## config.mk

```make
export PLATFORM = sky130hd
export DESIGN_NAME = game_sequencer_flat
export DESIGN_NICKNAME = d
export VERILOG_FILES = /design/src/rtl/bricks_pkg.sv /design/src/rtl/game_sequencer_if.sv /design/src/rtl/game_sequencer_step_timer.sv /design/src/rtl/game_sequencer.sv /design/src/flat_wrapper.sv
export SDC_FILE = /design/constraint.sdc
export NUM_CORES = 1
export LEC_CHECK = 0
export ABC_AREA = 1
export CORE_UTILIZATION = 55
export DETAILED_ROUTE_END_ITERATION = 10
export PLACE_DENSITY_LB_ADDON = 0.15
export SLEW_MARGIN = 20
export SYNTH_ARGS = -nofsm -noshare
export SYNTH_HDL_FRONTEND = slang
export SYNTH_SLANG_ARGS = --single-unit
```

## constraint.sdc

```tcl
create_clock -name clock -period 4.66 [get_ports clock]
set_input_delay 0.932 -clock clock [delete_from_list [all_inputs] [get_ports clock]]
set_output_delay 0.932 -clock clock [all_outputs]
set_load 0.02 [all_outputs]
```

## src/rtl/bricks_pkg.sv

```systemverilog
// rtl/bricks_pkg.sv - shared game state encodings and counter widths for the brick-breaker datapath
package bricks_pkg;

    localparam int LIVES_W = 3;
    localparam int LEVEL_W = 2;

    typedef enum logic [2:0] {
        ST_IDLE  = 3'd0,
        ST_SERVE = 3'd1,
        ST_PLAY  = 3'd2,
        ST_PAUSE = 3'd3,
        ST_LOST  = 3'd4,
        ST_LVLUP = 3'd5,
        ST_OVER  = 3'd6,
        ST_WIN   = 3'd7
    } game_state_t;

endpackage

```

## src/rtl/game_sequencer_if.sv

```systemverilog
// rtl/game_sequencer_if.sv - keypad/playfield inputs and game-flow outputs of the sequencer
interface game_sequencer_if;
    import bricks_pkg::*;

    logic               start_key;
    logic               pause_key;
    logic               ball_lost;
    logic               bricks_empty;
    logic               step;
    logic               serve;
    logic               load_bricks;
    logic [LIVES_W-1:0] lives;
    logic [LEVEL_W-1:0] level;
    logic [2:0]         state;
    logic               playing;
    logic               game_over;
    logic               game_win;

    // Keypad decode / playfield side: drives keys and status, consumes strobes
    modport master (
        output start_key, pause_key, ball_lost, bricks_empty,
        input  step, serve, load_bricks, lives, level, state, playing, game_over, game_win
    );

    // Sequencer side
    modport slave (
        input  start_key, pause_key, ball_lost, bricks_empty,
        output step, serve, load_bricks, lives, level, state, playing, game_over, game_win
    );

endinterface

```

## src/rtl/game_sequencer_step_timer.sv

```systemverilog
// rtl/game_sequencer_step_timer.sv - loadable-period divider producing a one-cycle tick
module step_timer #(
    parameter int W = 32
) (
    input  logic         clock,
    input  logic         reset,
    input  logic [W-1:0] period,
    input  logic         run,
    input  logic         hold,
    input  logic         clear,
    output logic         tick
);

    logic [W-1:0] cnt;
    logic         at_end;

    assign at_end = (cnt == period - W'(1));
    // Tick only fires while actually counting, so a held or cleared timer is silent
    assign tick   = run & ~hold & ~clear & at_end;

    // Count up to period-1 and wrap; clear wins over hold, hold wins over run
    always_ff @(posedge clock or negedge reset) begin
        if (!reset) begin
            cnt <= '0;
        end else if (clear) begin
            cnt <= '0;
        end else if (run && !hold) begin
            if (at_end) begin
                cnt <= '0;
            end else begin
                cnt <= cnt + W'(1);
            end
        end
    end

endmodule

```

## src/rtl/game_sequencer.sv

```systemverilog
// rtl/game_sequencer.sv - brick-breaker game-flow FSM with step timing, lives and level
module game_sequencer
    import bricks_pkg::*;
#(
    parameter int TICK_DIV    = 25_000_000,
    parameter int LEVEL_STEP  = 5_000_000,
    parameter int MAX_LEVEL   = 3,
    parameter int LIVES_INIT  = 3,
    parameter int SERVE_STEPS = 4
) (
    input  logic              clock,
    input  logic              reset,
    game_sequencer_if.slave   bus
);

    game_state_t        state;
    logic [LIVES_W-1:0] lives;
    logic [LEVEL_W-1:0] level;
    logic [7:0]         serve_cnt;
    logic               serve_r;
    logic               load_r;
    logic               start_q;
    logic               pause_q;
    logic               start_req;
    logic               pause_req;
    logic [31:0]        period;
    logic               tick;
    logic               run;
    logic               hold;
    logic               clear;

    // Higher levels shorten the step period
    assign period = 32'(TICK_DIV) - 32'(level) * 32'(LEVEL_STEP);
    assign run    = (state == ST_SERVE) || (state == ST_PLAY);
    assign hold   = (state == ST_PAUSE);
    assign clear  = !(run || hold);

    step_timer #(.W(32)) u_step_timer (
        .clock  (clock),
        .reset  (reset),
        .period (period),
        .run    (run),
        .hold   (hold),
        .clear  (clear),
        .tick   (tick)
    );

    // Registered rising-edge detect: a held key yields exactly one request
    always_ff @(posedge clock or negedge reset) begin
        if (!reset) begin
            start_q   <= 1'b0;
            pause_q   <= 1'b0;
            start_req <= 1'b0;
            pause_req <= 1'b0;
        end else begin
            start_q   <= bus.start_key;
            pause_q   <= bus.pause_key;
            start_req <= bus.start_key & ~start_q;
            pause_req <= bus.pause_key & ~pause_q;
        end
    end

    // Game-flow FSM; strobes are registered so they land on the first SERVE cycle, never in PLAY
    always_ff @(posedge clock or negedge reset) begin
        if (!reset) begin
            state     <= ST_IDLE;
            lives     <= '0;
            level     <= '0;
            serve_cnt <= '0;
            serve_r   <= 1'b0;
            load_r    <= 1'b0;
        end else begin
            serve_r <= 1'b0;
            load_r  <= 1'b0;
            case (state)
                ST_IDLE: begin
                    if (start_req) begin
                        state     <= ST_SERVE;
                        lives     <= LIVES_W'(LIVES_INIT);
                        level     <= '0;
                        serve_cnt <= '0;
                        serve_r   <= 1'b1;
                        load_r    <= 1'b1;
                    end
                end
                ST_SERVE: begin
                    if (start_req) begin
                        state <= ST_PLAY;
                    end else if (tick) begin
                        if (serve_cnt == 8'(SERVE_STEPS - 1)) begin
                            state <= ST_PLAY;
                        end else begin
                            serve_cnt <= serve_cnt + 8'd1;
                        end
                    end
                end
                ST_PLAY: begin
                    if (bus.ball_lost) begin
                        state <= ST_LOST;
                    end else if (bus.bricks_empty) begin
                        state <= ST_LVLUP;
                    end else if (pause_req) begin
                        state <= ST_PAUSE;
                    end
                end
                ST_PAUSE: begin
                    if (pause_req) begin
                        state <= ST_PLAY;
                    end
                end
                ST_LOST: begin
                    if (lives != '0) begin
                        lives <= lives - LIVES_W'(1);
                    end
                    if (lives <= LIVES_W'(1)) begin
                        state <= ST_OVER;
                    end else begin
                        state     <= ST_SERVE;
                        serve_cnt <= '0;
                        serve_r   <= 1'b1;
                    end
                end
                ST_LVLUP: begin
                    if (level == LEVEL_W'(MAX_LEVEL)) begin
                        state <= ST_WIN;
                    end else begin
                        state     <= ST_SERVE;
                        level     <= level + LEVEL_W'(1);
                        serve_cnt <= '0;
                        serve_r   <= 1'b1;
                        load_r    <= 1'b1;
                    end
                end
                ST_OVER, ST_WIN: begin
                    if (start_req) begin
                        state <= ST_IDLE;
                    end
                end
                default: state <= ST_IDLE;
            endcase
        end
    end

    assign bus.step        = tick & (state == ST_PLAY);
    assign bus.serve       = serve_r;
    assign bus.load_bricks = load_r;
    assign bus.lives       = lives;
    assign bus.level       = level;
    assign bus.state       = state;
    assign bus.playing     = (state == ST_PLAY);
    assign bus.game_over   = (state == ST_OVER);
    assign bus.game_win    = (state == ST_WIN);

endmodule

```

## src/flat_wrapper.sv

```systemverilog
// flat-port wrapper written by rule: the top's interface ports become plain ports
module game_sequencer_flat import bricks_pkg::*;
#(
    parameter int TICK_DIV    = 25_000_000,
    parameter int LEVEL_STEP  = 5_000_000,
    parameter int MAX_LEVEL   = 3,
    parameter int LIVES_INIT  = 3,
    parameter int SERVE_STEPS = 4
)
  (clock, reset, bus_start_key, bus_pause_key, bus_ball_lost, bus_bricks_empty, bus_step, bus_serve, bus_load_bricks, bus_lives, bus_level, bus_state, bus_playing, bus_game_over, bus_game_win);
  game_sequencer_if bus_i ();
  input  logic clock;
  input  logic reset;
  input wire logic [$bits(bus_i.start_key)-1:0] bus_start_key;
  input wire logic [$bits(bus_i.pause_key)-1:0] bus_pause_key;
  input wire logic [$bits(bus_i.ball_lost)-1:0] bus_ball_lost;
  input wire logic [$bits(bus_i.bricks_empty)-1:0] bus_bricks_empty;
  output wire logic [$bits(bus_i.step)-1:0] bus_step;
  output wire logic [$bits(bus_i.serve)-1:0] bus_serve;
  output wire logic [$bits(bus_i.load_bricks)-1:0] bus_load_bricks;
  output wire logic [$bits(bus_i.lives)-1:0] bus_lives;
  output wire logic [$bits(bus_i.level)-1:0] bus_level;
  output wire logic [$bits(bus_i.state)-1:0] bus_state;
  output wire logic [$bits(bus_i.playing)-1:0] bus_playing;
  output wire logic [$bits(bus_i.game_over)-1:0] bus_game_over;
  output wire logic [$bits(bus_i.game_win)-1:0] bus_game_win;
  assign bus_i.start_key = bus_start_key;
  assign bus_i.pause_key = bus_pause_key;
  assign bus_i.ball_lost = bus_ball_lost;
  assign bus_i.bricks_empty = bus_bricks_empty;
  assign bus_step = bus_i.step;
  assign bus_serve = bus_i.serve;
  assign bus_load_bricks = bus_i.load_bricks;
  assign bus_lives = bus_i.lives;
  assign bus_level = bus_i.level;
  assign bus_state = bus_i.state;
  assign bus_playing = bus_i.playing;
  assign bus_game_over = bus_i.game_over;
  assign bus_game_win = bus_i.game_win;
  game_sequencer #(.TICK_DIV(TICK_DIV), .LEVEL_STEP(LEVEL_STEP), .MAX_LEVEL(MAX_LEVEL), .LIVES_INIT(LIVES_INIT), .SERVE_STEPS(SERVE_STEPS)) u_core (.clock(clock), .reset(reset), .bus(bus_i));
endmodule
```

==> impl_metrics.toml <==
[synthesis]
ys_seq_elements = 54
synthSimpleGateAreaFrac_pct = 35.98
synth_top_family_by_area = "simple AND/OR/NAND/NOR gates"
yosys.area_share.xor_xnor_pct = 7.147
yosys.area.top_type_share_pct = 32.43
synth_warnings = 0
syn_avg_cell_area_um2 = 7.184
ys_types = 47
synth-adder-area-share_pct = 3.904
synth.net_count = 599
synth_mux_area_share_pct = 0
syn-cell-area_um2 = 4166
ys_top_cells_by_area = "dfrtp_1 32%, nand2_1 11%, inv_1 6.9%"
yosysSeqAreaShare_pct = 32.43
synth_area_leader_cell = "dfrtp_1"
synthCells = 580
synth-compound-area-share_pct = 11.14

[hold_path]
min_path_type = "reg2reg"
hold_path_depth = 1

[sta]
tightest_slew_ns = 0.7527
finalClockSkew_ns = 0.01240
fmax_mhz = 227.2
hold_ws_ns = 0.4071
slew_headroom_pct = 49.51
grt_setup_unrepaired = "no"
finalCriticalPeriod_ns = 4.402
timing.final.crit_share_pct = 94.46
tns_ns = 0
hold_viol = 0
drv_slew = 0
finalSetupViolCount = 0

[cells_and_area]
finalNetCount = 616
antennaDiodeCount = 0
drive_gt1_share_pct = 10.03
area_growth_syn_to_layout_pct = 8.288
fin_util_pct = 61.87
post-route-cell-area_um2 = 4512

[drt]
postRouteWirelength_mm = 10.97
antenna_left = 0
vias = 3940
wl_per_cell_um = 15.73
drc = 0
drt-pass1-iter-count = 5
viasPerCell = 5.653
initialDrtViolationCount = 285

[floorplan]
fp-row-count = 31
coreArea_um2 = 7292
chipHeight_um = 89.04
initial_core_util_pct = 57.14
die_w_um = 89.04
dieArea_um2 = 7927
boundaryPins = 20

[setup_path]
crit_slowest_cell = "clkdlybuf4s50_1"
ff2ff_path_depth = 16
critPathArrivalTime_ns = 3.47
crit_start = "u_core.bus.level[1]"
path_cells = "inv_1, ha_1, inv_2, nand2_1, nand3_1, nand2_1, nand2_1, nor2_1, nand3_1, nor2_1, nand3_1, nor2_2, nand3_2, nor2_1, clkdlybuf4s50_1"
cp.required_ns = 3.73
worstSetupEndpoint = "bus_step"
end_kind = "primary output"
cp.depth = 15
rr_endpoint = "u_core.u_step_timer.cnt[1]"
cp_num_buf_inv = 3
crit_fanout = 10
ff2ff_setup_slack_ns = 1.44
worstSetupPathType = "reg2out"
start_kind = "register"
cp_slowest_stage_delay_ns = 0.61
rr_startpoint = "u_core.bus.level[1]"
crit_family = "simple AND/OR/NAND/NOR gates"

[power_and_ir_drop]
total_power_mw = 1.687
p_per_area_nw_per_um2 = 373.9
ir_worst_vdd_uv = 337.4
p_leak_nw = 1.980

[run]
maxCapViolations = 0

[clocking]
cts.root.buffer_cell = "clkbuf_8"
cts_buffer_depth = 2
htreeDepth = 2
numClockSinks = 54
holdBufCountCts = 0
clkTransAtPathRegs_ns = 0.10
cts_tree = "done"
clock_latency_ns = 0.32
cts_buffers = 5

[grt]
grt_usage_pct = 30.10
grt_start_max_net_pins = 55
grt-ovfl-total = 0
grt_pass1_wl_mm = 18.26
antenna_found_initial = 0
first_global_vias = 3704

[place]
place_congestion = 0.9198
io_buffers = 19
dpl_cell_area_um2 = 4419
dpl.hpwl_mm = 8.450

[outcome]
status = "complete, no violations"
## cell usage in the layout, fill, tap and decap left out, types with 8 or more instances in the layout
cell	instances
nor4_1	8
dfrtp_1	52
nand3_1	50
inv_1	77
ha_1	12
clkdlybuf4s50_1	18
nor3_1	11
o21ai_0	26
nand4_1	13
a21oi_1	11
o22ai_1	18
nand2_2	8
nor2_1	55
nand2_1	125
xor2_1	27
## state kept, by name, summed over array words and instances, names as in the netlist, 2 cells and up
register / count
u_core.bus.level: 2
u_core.bus.lives: 3
u_core.u_step_timer.cnt: 32
u_core.serve_cnt: 8
u_core.bus.state: 3
## report_power, final
part           switching (mW)  leakage, nW  total [mW]  internal (mW)
registers              0.0639        0.729       0.581          0.518
logic                   0.563         1.20       0.836          0.272
clock network           0.164       0.0483       0.270          0.106
total                   0.791         1.98        1.69          0.896
## cells by family after synthesis
group,after synthesis
compound gates,78
buf+inv,96
fa+ha+maj,13
xor+xnor,34
simple gates,305
flops,54
## through the flow
| step | instances | setup slack, ns |
|---|---|---|
| 3_5_place_dp | 689 | 0.4830 |
| 3_3_place_gp | 689 | 0.4986 |
| 2_1_floorplan | 580 | 1.355 |
| 5_1_grt | 697 | 0.08659 |
| 6_report | 697 | 0.2579 |
| 4_1_cts | 697 | 0.1130 |
## worst min path at each step
stage / slack [ns] / endpoint / startpoint
floorplan: 0.38 / u_core.pause_req / u_core.pause_q
global placement: 0.38 / u_core.start_req / u_core.start_q
detailed placement: 0.40 / u_core.start_req / u_core.start_q
CTS: 0.41 / u_core.start_req / u_core.start_q
global route: 0.43 / u_core.start_req / u_core.start_q
finish: 0.41 / u_core.start_req / u_core.start_q
## synthesized netlist by cell type, drive strengths merged
cell,number
a21oi,12
nor4,8
o211ai,1
nor4b,1
o221ai,1
o21a,2
ha,13
a22o,1
nand4,15
xnor2,7
nor2,64
clkinv,3
o22ai,18
o21ai,33
nand3b,4
a32o,1
and2,1
xor2,27
o31ai,6
nor3,17
or2,3
nand3,56
inv,83
buf,6
o21bai,1
nand2,136
a31oi,2
clkbuf,4
dfrtp,54
## metal layers
layer | up-vias | track usage, % | wire length (µm) | part of all wire [%]
met5 | - | 0 | 0 | 0
met4 | 0 | 12.27 | 315 | 2.9
met3 | 27 | 3.786 | 517 | 4.7
met2 | 132 | 50.70 | 5312 | 48
met1 | 1845 | 39.43 | 4822 | 44
li1 | 1936 | - | - | -
## layout make-up
cell class,instances,area (µm²)
Fill cell,716,2780
Tap cell,99,123.9
Sequential cell,54,1354
Inverter,86,327.8
Timing Repair Buffer,20,192.7
Clock buffer,5,68.82
Multi-Input combinational cell,430,2426
Clock inverter,3,18.77
## what timing repair did
action,in CTS,in global routing
setup endpoints to repair,0,1
buffers inserted,0,0
resized for setup,0,3
hold endpoints to repair,0,0
Note: power is estimated with default switching activity, not from simulation.
==> variant 1, RTL diff (same flow settings) <==
Set the package constant `LEVEL_W` to 4 (it was 2).
--- a/src/rtl/bricks_pkg.sv
+++ b/src/rtl/bricks_pkg.sv
@@ -2,7 +2,7 @@
 package bricks_pkg;
 
     localparam int LIVES_W = 3;
-    localparam int LEVEL_W = 2;
+    localparam int LEVEL_W = 4;
 
     typedef enum logic [2:0] {
         ST_IDLE  = 3'd0,
Ports: changed (resized bus_level); port bits go from 20 to 22. No check against the original RTL was run, so the function may have changed too.
==> variant 1 against the unedited design <==
- the flow now finishes with violations (negative setup slack)
- critical path depth up 15
- total power grew 130%
- clock skew rose by 4.6 ps
- worst setup slack got worse by 1100 ps
- count of clock-buffer cells in the layout grew 1
- final area increased by 75%
- hold slack lost 7.3 ps
- combinational power grew to 3.6 times the old value
- routed wire length grew 64%
- sequential cell count increased by 2
- area after synthesis up 43%
- global-route usage about the same
- final cell count increased by 78%
==> variant 1: results (changes against the unedited design) <==
Via-per-instance ratio -> 5.577 (-1.3%)
Met3 WL -> 1076 µm (+110%)
Layout cells sized above 1 -> 26.13% (+16 points)
Worst-case reg-to-reg path depth -> 36 (+20)
Synth top cells by count -> nand2_1 (286), nand3_1 (125), inv_1 (122)
Largest net degree at the start of global routing -> 33 (-40%)
Max incr delay on CP -> 500 ps (-110 ps)
Post-Place Setup Slack -> -940.8 ps (-1424 ps)
Comb. pwr -> 2.99 mW (+260%)
Post-synth cell types -> 44 (-6.4%)
Hold_sp -> u_core.pause_q
Final WL -> 17940 µm (+64%)
Met2 Routed Length -> 8878 µm (+67%)
Worst Clk Skew -> 16.96 ps (+4.559 ps)
Critical path endpoint -> bus_step
Failing checks -> negative setup slack
First-pass GRT wire length -> 27460 µm (+50%)
Outcome -> finished with violations
Detailed Route Iter0 Violations -> 514 (+80%)
Metal-1 WL -> 7542 µm (+56%)
Data arrival, critical path -> 4540 ps (+1070 ps)
Clock Power Share -> 7.1% (-8.9 points)
GRT Total Usage -> 30.05% (-0.045 points)
Final #Nets -> 1144 (+86%)
Peak VDD IR -> 0.4319 mV (+28%)
Complex-gate fraction of the synthesized area -> 7.660% (-3.5 points)
Placed Area -> 0.007138 mm² (+62%)
Met3 track demand over resource -> 3.372% (-0.41 points)
Vias in the first global route -> 6165 (+66%)
FF-to-FF setup slack -> -50 ps (-1490 ps)
Top flop regs -> u_core.u_step_timer.cnt: 32 flops, u_core.serve_cnt: 8 flops, u_core.bus.level: 4 flops
Routability cong. -> 0.9191 (about the same)
Final setup fails -> 8 (+8)
DR vias -> 6904 (+75%)
Met2 usage -> 53.03% (+2.3 points)
Hold path endpoint -> u_core.pause_req
Seq/Total Area, Yosys -> 23.57% (-8.9 points)
Final worst slack -> -811.1 ps (-1069 ps)
Min-Delay Path Class -> flip-flop to flip-flop
Slew margin rel. -> 8.619% (-41 points)
R2R Path End -> u_core.serve_cnt[2]
GR Layer Usage met1 -> 38.82% (-0.61 points)
Post-synthesis adder-cell area fraction -> 8.039% (+4.1 points)
Avg Synthesized Cell Area -> 6.168 µm² (-14%)
Dominant cells by area after synthesis -> dfrtp_1 (24%), nand2_1 (18%), nand3_1 (11%)
Setup TNS -> -1069 ps (-1069 ps)
Net Sw Frac -> 52.34% (+5.5 points)
Synthesized Nets -> 1007 (+68%)
Post-Synth XOR/XNOR Area -> 4.693% (-2.5 points)
Setup crit start -> u_core.bus.level[2]
Final HPWL from detailed placement -> 12520 µm (+48%)
## variant 1: cell types whose count changed in the layout (fill, tap and decap cells not counted), moves of 10 or more
cell     unedited run  this run
buf_4               1       114
ha_1               12        27
inv_1              77       114
nand2_1           125       245
nand2_2             8        47
nand2_4             3        13
nand3_1            50       111
nand4_1            13        32
nor2_1             55        73
nor2_2              6        20
o21ai_0            26        37
o22ai_1            18         7
## variant 1: cell families (layout without fill, tap and decap cells)
logic type | Yosys count | in the layout
flops | 56 | 56
simple gates | 616 | 617
fa+ha+maj | 37 | 37
xor+xnor | 31 | 31
buf+inv | 144 | 281
compound gates | 80 | 80
## variant 1: cell type report
class                      instances  area, µm²
fill                             789       2536
clock buffer                       6      72.57
timing repair buffer             141       1152
multi-input combinational        765       4558
sequential                        56       1405
clock inverter                     2      16.27
tap                              136      170.2
inverter                         132      505.5
## variant 1: repair_timing
item	in CTS	in global routing
cloned	0	2
setup endpoints to repair	1	41
buffers inserted	5	6
resized for setup	32	105
pin swaps	28	52
==> variant 2, RTL diff (same settings) <==
Made on the original files. One comparison of `serve_cnt` changes from == to >=.
--- a/src/rtl/game_sequencer.sv
+++ b/src/rtl/game_sequencer.sv
@@ -87,7 +87,7 @@
                     if (start_req) begin
                         state <= ST_PLAY;
                     end else if (tick) begin
-                        if (serve_cnt == 8'(SERVE_STEPS - 1)) begin
+                        if (serve_cnt >= 8'(SERVE_STEPS - 1)) begin
                             state <= ST_PLAY;
                         end else begin
                             serve_cnt <= serve_cnt + 8'd1;
Formal check against the unedited RTL: same outputs for any inputs over 10 cycles, from zero or initial values and one cycle with reset low; that may be too few to reach the edited logic, so the function may still have changed.
==> variant 2 against the unedited design <==
- non-clock buffer count is 2 higher
- clock skew is 4.6 ps lower
- largest cell class unchanged
- sequential cell count stayed put
- total power is 4.5% lower
- routed wire length is 11% lower
- final area is 9.1% lower
- highest routed layer unchanged
- worst setup slack better by 110 ps
- maximum frequency is 2.5% higher
- area after synthesis is 9.8% lower
- first-iteration DRC count is 0.35% higher
- die area is 9.6% lower
==> variant 2: results (changes against the unedited design) <==
Outcome -> completed
Avg Synthesized Cell Area -> 7.047 µm² (-1.9%)
Final WL -> 9777 µm (-11%)
Dpl cells -> 623 (-9.6%)
Final HPWL from detailed placement -> 7665 µm (-9.3%)
Metal-1 WL -> 4279 µm (-11%)
Worst-Margin Slew -> 737.9 ps (-14.84 ps)
Seq/Total Area, Yosys -> 35.98% (+3.5 points)
Routability cong. -> 0.9358 (+1.7%)
Vias in the first global route -> 3508 (-5.3%)
Critical path peak fanout -> 11 (+1)
Dominant cells by area after synthesis -> dfrtp_1 (36%), nand2_1 (14%), inv_1 (7.2%)
Peak VDD IR -> 0.3433 mV (+1.7%)
Int Pwr -> 0.8768 mW (-2.2%)
Final #Nets -> 572 (-7.1%)
DR pass1 iterations -> 7 (+2)
P_leak -> 1.848 nW (-6.6%)
Drt wl/cell -> 15.49 µm (-1.5%)
Synthesized Nets -> 552 (-7.8%)
Layout cells sized above 1 -> 5.776% (-4.3 points)
Post-synth cell types -> 38 (-19%)
DR vias -> 3592 (-8.8%)
Detailed Route Iter0 Violations -> 286 (+0.35%)
Met2 usage -> 49.45% (-1.3 points)
Worst Clk Skew -> 7.768 ps (-4.636 ps)
GR Layer Usage met1 -> 37.62% (-1.8 points)
Data arrival, critical path -> 3360 ps (-110 ps)
Largest net degree at the start of global routing -> 38 (-31%)
Final-layout fill cell count -> 584 (-18%)
Hold path endpoint -> u_core.pause_req
Met3 WL -> 554 µm (+7.2%)
Met3 track demand over resource -> 4.326% (+0.54 points)
First-pass GRT wire length -> 16260 µm (-11%)
Hold_sp -> u_core.pause_q
R2R Path End -> u_core.u_step_timer.cnt[19]
Synth top cells by count -> nand2_1 (144), inv_1 (72), nor2_1 (56)
variant 2: cell count changes after synthesis, moves of 5 or more:
cell,delta
inv_1,-5
o21ai_0,-8
nand3_1,-15
nor2_2,-5
xor2_1,-11
o31ai_1,-5
a21oi_1,+8
nand2_1,+19
variant 2: final cells by class:
type,instances,area share (%)
timing repair buffer,22,5.063
clock buffer,5,1.677
inverter,75,6.862
multi-input combinational,395,50.44
tap,77,2.348
sequential,54,32.94
clock inverter,3,0.6709
variant 2: power by group through the flow:
stage	registers (mW)	logic, mW	clock network [mW]
final	0.571	0.754	0.287
after global routing	0.576	0.844	0.308
after CTS	0.569	0.750	0.289
after detailed placement	0.577	0.748	0
after global placement	0.577	0.735	0
after floorplan	0.610	0.489	0
variant 2: worst max-delay path, cell delays in order (launching register included):
cell,delay (ps)
dfrtp_1,590
inv_2,160
ha_1,250
nor2_1,190
nand2_1,160
nor2_1,170
nand2_1,60
nand2_1,70
nand3_1,70
nor2_1,90
nand3_1,90
nor2_1,110
nand4_2,240
nor2_1,160
clkdlybuf4s50_1,620
variant 2: through the flow:
stage | area (µm²) | worst slack [ps] | util (%) | hold slack, ps | power, mW
2_1_floorplan | 3756 | 1301 | - | 376.3 | 1.099
3_3_place_gp | 4006 | 788.4 | 62.03 | 381.4 | 1.312
3_5_place_dp | 4006 | 736.0 | 62.03 | 396.9 | 1.326
4_1_cts | 4103 | 370.1 | 63.52 | 412.3 | 1.609
5_1_grt | 4103 | 15.44 | 63.52 | 419.8 | 1.728
6_report | 4103 | 367.2 | 63.52 | 406.3 | 1.611
variant 2: cells by family after synthesis:
family	synth area share (%)
AND/OR/NAND/NOR	34.78
buffers and inverters	8.927
XOR/XNOR	5.330
adder cells (fa/ha/maj)	4.331
flip-flops	35.98
AO/OA/AOI/OAI	10.66
